[config.mk]
export PLATFORM = sky130hd
export DESIGN_NAME = id_stage
export DESIGN_NICKNAME = d
export VERILOG_FILES = /design/src/rtl/id_stage.sv
export SDC_FILE = /design/constraint.sdc
export NUM_CORES = 2
export LEC_CHECK = 0
export CELL_PAD_IN_SITES_DETAIL_PLACEMENT = 0
export CELL_PAD_IN_SITES_GLOBAL_PLACEMENT = 1
export CORE_MARGIN = 2
export CORE_UTILIZATION = 44
export DETAILED_ROUTE_END_ITERATION = 10
export GPL_TIMING_DRIVEN = 0
export MAX_ROUTING_LAYER = met4
export PLACE_DENSITY_LB_ADDON = 0.2
export SETUP_SLACK_MARGIN = 0.3
export SYNTH_ARGS = -nofsm -noshare
export SYNTH_HDL_FRONTEND = slang
export SYNTH_SLANG_ARGS = --single-unit
export TNS_END_PERCENT = 1
[constraint.sdc]
create_clock -name clk -period 4.3 [get_ports clk]
set_clock_uncertainty 0.05 [all_clocks]
set_input_delay 0.645 -clock clk [delete_from_list [all_inputs] [get_ports clk]]
set_output_delay 0.645 -clock clk [all_outputs]
set_load 0.03 [all_outputs]
[src/rtl/id_stage.sv]
// id_stage -- instruction-decode stage of a classic 5-stage MIPS-style pipeline.
//
// Holds the 32-entry register file and the main control decoder, and registers
// every decoded result into the ID/EX latch feeding the execute stage. A
// load-use hazard against the instruction currently in ID/EX raises 'stall'
// (fetch holds PC and IF/ID) and injects a bubble; a taken branch in MEM
// (EX_MEM_PCSrc) flushes the instruction being decoded.
//
// Ports:
//   clk              rising-edge clock
//   rst_n            synchronous active-low reset
//   IF_ID_instr      instruction from the IF/ID latch
//   IF_ID_npc        PC+4 from the IF/ID latch
//   EX_MEM_PCSrc     taken branch in MEM; flush current decode
//   MEM_WB_RegWrite  write-back enable
//   MEM_WB_rd        write-back destination register
//   MEM_WB_wdata     write-back data
//   stall            combinational load-use hazard toward fetch
//   wb_ctlout        {RegWrite, MemtoReg}
//   m_ctlout         {Branch, MemRead, MemWrite}
//   ex_ctlout        {RegDst, ALUOp[1:0], ALUSrc}
//   npcout           registered PC+4
//   readdat1         registered rs value
//   readdat2         registered rt value
//   sign_ext         registered sign-extended immediate
//   instr_2016       registered rt field
//   instr_1511       registered rd field

module id_stage #(
    parameter int DWIDTH = 32,
    parameter int NREGS  = 32
) (
    input  logic              clk,
    input  logic              rst_n,
    input  logic [31:0]       IF_ID_instr,
    input  logic [DWIDTH-1:0] IF_ID_npc,
    input  logic              EX_MEM_PCSrc,
    input  logic              MEM_WB_RegWrite,
    input  logic [4:0]        MEM_WB_rd,
    input  logic [DWIDTH-1:0] MEM_WB_wdata,
    output logic              stall,
    output logic [1:0]        wb_ctlout,
    output logic [2:0]        m_ctlout,
    output logic [3:0]        ex_ctlout,
    output logic [DWIDTH-1:0] npcout,
    output logic [DWIDTH-1:0] readdat1,
    output logic [DWIDTH-1:0] readdat2,
    output logic [DWIDTH-1:0] sign_ext,
    output logic [4:0]        instr_2016,
    output logic [4:0]        instr_1511
);

    localparam logic [5:0] OP_RTYPE = 6'h00;
    localparam logic [5:0] OP_LW    = 6'h23;
    localparam logic [5:0] OP_SW    = 6'h2B;
    localparam logic [5:0] OP_BEQ   = 6'h04;

    // Packed as {wb[1:0], m[2:0], ex[3:0]}; unknown opcodes decode to a NOP.
    function automatic logic [8:0] decode_ctl(input logic [5:0] op);
        logic [8:0] c;
        case (op)
            OP_RTYPE: c = {2'b10, 3'b000, 4'b1100};
            OP_LW:    c = {2'b11, 3'b010, 4'b0001};
            OP_SW:    c = {2'b00, 3'b001, 4'b0001};
            OP_BEQ:   c = {2'b00, 3'b100, 4'b0010};
            default:  c = 9'b0;
        endcase
        return c;
    endfunction

    function automatic logic signed [DWIDTH-1:0] sext16(input logic signed [15:0] v);
        return DWIDTH'(v);
    endfunction

    logic [5:0] opcode;
    logic [4:0] rs;
    logic [4:0] rt;
    logic [4:0] rd;
    logic signed [15:0] imm;

    assign opcode = IF_ID_instr[31:26];
    assign rs     = IF_ID_instr[25:21];
    assign rt     = IF_ID_instr[20:16];
    assign rd     = IF_ID_instr[15:11];
    assign imm    = IF_ID_instr[15:0];

    logic [DWIDTH-1:0] regs [NREGS];

    logic              wr_en;
    logic [DWIDTH-1:0] rd1_val;
    logic [DWIDTH-1:0] rd2_val;
    logic [8:0]        ctl_next;

    assign wr_en = MEM_WB_RegWrite && (MEM_WB_rd != 5'd0);

    // Write-back data is forwarded straight into the latch so that a value
    // retiring this cycle is visible to the instruction decoded this cycle.
    always_comb begin
        rd1_val = regs[rs];
        rd2_val = regs[rt];
        if (wr_en && (MEM_WB_rd == rs)) rd1_val = MEM_WB_wdata;
        if (wr_en && (MEM_WB_rd == rt)) rd2_val = MEM_WB_wdata;
        if (rs == 5'd0) rd1_val = '0;
        if (rt == 5'd0) rd2_val = '0;
    end

    // A load in ID/EX whose destination feeds this instruction must wait one
    // cycle; the bubble clears MemRead, so the stall releases by itself.
    assign stall = rst_n && m_ctlout[1] && (instr_2016 != 5'd0) &&
                   ((instr_2016 == rs) || (instr_2016 == rt));

    always_comb begin
        ctl_next = decode_ctl(opcode);
        if (EX_MEM_PCSrc || stall) ctl_next = 9'b0;
    end

    // ID/EX latch and register file
    always_ff @(posedge clk) begin
        if (!rst_n) begin
            wb_ctlout  <= '0;
            m_ctlout   <= '0;
            ex_ctlout  <= '0;
            npcout     <= '0;
            readdat1   <= '0;
            readdat2   <= '0;
            sign_ext   <= '0;
            instr_2016 <= '0;
            instr_1511 <= '0;
            for (int i = 0; i < NREGS; i++) regs[i] <= '0;
        end else begin
            if (wr_en) regs[MEM_WB_rd] <= MEM_WB_wdata;
            {wb_ctlout, m_ctlout, ex_ctlout} <= ctl_next;
            npcout     <= IF_ID_npc;
            readdat1   <= rd1_val;
            readdat2   <= rd2_val;
            sign_ext   <= sext16(imm);
            instr_2016 <= rt;
            instr_1511 <= rd;
        end
    end

endmodule

==> impl_metrics.json <==
{
  "outcome": "finished with violations",
  "violations": "capacitance limit, slew limit",
  "min_path_cells": 2,
  "combPwrFrac": 0.128,
  "placed_area_um2": 64500,
  "period_share": 0.956,
  "hold_violations": 0,
  "final_max_slew_viol_count": 11,
  "fin_nets": 4826,
  "ir_drop_mv": 0.407,
  "gp_congestion": 1.01,
  "yosysMostFrequentCell": "and2_1",
  "yosysSeqAreaShare": 0.568,
  "avgSynthCellArea_um2": 13.7,
  "reg2reg_depth": 4,
  "grt_start_max_net_pins": 35,
  "antenna_found_initial": 9,
  "drcViolationCount": 0,
  "p_sw_mw": 7.13,
  "via_per_inst": 6.01,
  "io_pins": 253,
  "coreArea_um2": 132000,
  "slew_headroom": -0.0116,
  "initial_core_util": 0.444,
  "synth-edff-count": 1024,
  "grt-ovfl-total": 0,
  "post_cts_buffers": 0,
  "cts_tree": "yes",
  "hold_class": "input port to flip-flop",
  "drv_cap": 1,
  "max_freq_mhz": 243,
  "io_buffers": 241,
  "power.density_nw_per_um2": 404,
  "routed_wirelength_mm": 211,
  "min_period_ps": 4110,
  "path_delay_family": "buffers and inverters",
  "syn_area_um2": 58500,
  "startpoint_type": "input port",
  "tightest_slew_ps": 1520,
  "rows": 133,
  "yosysTopAreaCellShare": 0.526,
  "ys_warn_count": 0,
  "fillers": 11039,
  "pre_cts_ws_ps": -774,
  "leakagePower_nw": 24.6,
  "grt_pass1_vias": 38805,
  "power.internal_mw": 20.7,
  "reg2reg_from": "regs[22][2]",
  "cts.sinks": 1147,
  "ant_nets": 0,
  "clockPowerShare": 0.400,
  "cts_hold_buf": 0,
  "final_layout_size_suffix_gt1_frac": 0.162,
  "r2r_slack_ps": 1760,
  "yosys-top-cells-area": "edfxtp_1 (53%), mux4_2 (12%), and2_1 (11%)",
  "grt_first_pass_wirelength_mm": 291,
  "hold_start": "IF_ID_instr[19]",
  "vias": 39622,
  "cts-root-buf": "clkbuf_16",
  "yosys_register_bits": 1147,
  "dr.pass1.iters": 8,
  "die_x_um": 369,
  "dp_hpwl_mm": 162,
  "switching_share": 0.256,
  "die_h_um": 369,
  "h-tree-depth": 4,
  "end_kind": "flip-flop",
  "path_buf_inv": 4,
  "grt_use_total": 0.317,
  "rsz0062_at_grt": "yes",
  "crit_slowest_cell": "clkdlybuf4s15_1",
  "ys.flop_type": "edfxtp_1",
  "synth_top_area_cell": "edfxtp_1",
  "clk_pin_slew_worst_paths_ps": 60,
  "cp.arrival_ps": 4530,
  "clock_latency_ps": 770,
  "path_cells": "clkdlybuf4s50_1 > clkbuf_1 > nor2b_1 > clkdlybuf4s15_1 > buf_1 > a22oi_1 > nand3_1 > a41oi_1",
  "fin_area_um2": 68800,
  "setup_slack_ps": 189,
  "cts_buffer_depth": 3,
  "synthCells": 4279,
  "cp_max_fo": 10,
  "async_flop_share": 0,
  "min_to": "instr_2016[3]",
  "seqPwrFrac": 0.471,
  "critPathMaxStageDelay_ps": 890,
  "syn2layout_area_growth_pct": 17.6,
  "synth_common_cells": "and2_1 (1049), edfxtp_1 (1024), mux2i_1 (384)",
  "yosysUniqueCellTypes": 50,
  "rr_endpoint": "readdat2[2]",
  "setup_viol": 0,
  "cp_data_required_time_ps": 4710,
  "wl_per_cell_um": 32.0,
  "numCtsBuffers": 130,
  "drtIter0Drc": 5379,
  "die-area_um2": 136000,
  "crit_type": "input port to flip-flop"
}
metrics by stage:
stage | hold WS [ps] | cells | utilization | setup TNS [ps] | total power [mW]
2_1_floorplan | 636 | 4310 | - | 0 | 15.2
3_3_place_gp | 800 | 6306 | 0.480 | -3237420 | 16.7
3_5_place_dp | 797 | 6343 | 0.490 | -462490 | 16.8
4_1_cts | 281 | 6578 | 0.522 | 0 | 27.8
5_1_grt | 347 | 6582 | 0.522 | 0 | 28.5
6_report | 359 | 6592 | 0.522 | 0 | 27.8
logic make-up (layout without fill, tap and decap cells):
| group | count (synthesis) | count (layout) | synth area share |
|---|---|---|---|
| xor gates and xnor gates | 20 | 20 | 0.00300 |
| muxes | 704 | 704 | 0.189 |
| AOI/OAI and AO/OA | 483 | 483 | 0.0590 |
| and+or+nand+nor | 1454 | 1454 | 0.145 |
| other | 1 | 45 | 0.0000641 |
| DFF | 1147 | 1147 | 0.568 |
| buffers and inverters | 470 | 984 | 0.0359 |
state kept, by name (all words and copies together), names as in the netlist:
name and flops:
regs 1024, wb_ctlout 2, instr_2016 5, readdat1 32, m_ctlout 1, sign_ext 16, npcout 32, ex_ctlout 3
readdat2 32
per-layer routing:
metal / GRT usage / routed length, µm
met5: - / 0
met4: 0.101 / 7120
met3: 0.0864 / 24600
met2: 0.475 / 95200
met1: 0.420 / 83900
how the worst max path moves through the flow:
| stage | start | end | slack [ps] | cells after the start |
|---|---|---|---|---|
| after floorplan | MEM_WB_rd[0] | regs[28][0] | 20 | 4 |
| after global placement | rst_n | regs[12][23] | -3980 | 6 |
| after detailed placement | rst_n | regs[11][25] | -770 | 7 |
| after CTS | rst_n | regs[14][12] | 110 | 7 |
| after global routing | IF_ID_instr[20] | readdat2[31] | 250 | 8 |
| final | IF_ID_instr[20] | readdat2[31] | 190 | 8 |
repair_timing:
| item | in CTS | in global routing |
|---|---|---|
| gates resized for setup | 3 | 10 |
| cloned | 0 | 0 |
| setup endpoints to repair | 395 | 206 |
cells in the final DEF (no fill, tap or decap), drive strengths merged, types with 72 or more instances in the layout:
cell | Yosys | routed
a21oi | 96 | 96
a22oi | 128 | 128
and2 | 1049 | 1049
buf | 163 | 200
clkbuf | 306 | 478
clkdlybuf4s50 | 0 | 241
dfxtp | 123 | 123
edfxtp | 1024 | 1024
mux2i | 384 | 384
mux4 | 320 | 320
nand2 | 100 | 100
nand3 | 72 | 72
nor2 | 100 | 100
power groups by stage:
| stage | logic (mW) | clock network [mW] | registers [mW] |
|---|---|---|---|
| after global placement | 3.33 | 0 | 13.4 |
| after detailed placement | 3.48 | 0 | 13.3 |
| after floorplan | 1.77 | 0 | 13.4 |
| final | 3.57 | 11.1 | 13.1 |
| after CTS | 3.49 | 11.2 | 13.1 |
| after global routing | 3.68 | 11.6 | 13.2 |
final cells by class:
cell class                      count  area (µm²)  share of cell area
Sequential cell                  1147       33200               0.483
Multi-Input combinational cell   2693       23600               0.344
Clock buffer                      173        3610              0.0525
Timing Repair Buffer              279        3370              0.0490
Tap cell                         1755        2200              0.0319
Buffer                            469        2120              0.0308
Clock inverter                     62         591             0.00859
Antenna cell                       13        32.5            0.000473
Inverter                            1        3.75           0.0000546
Power figures use the tool's default switching activity.
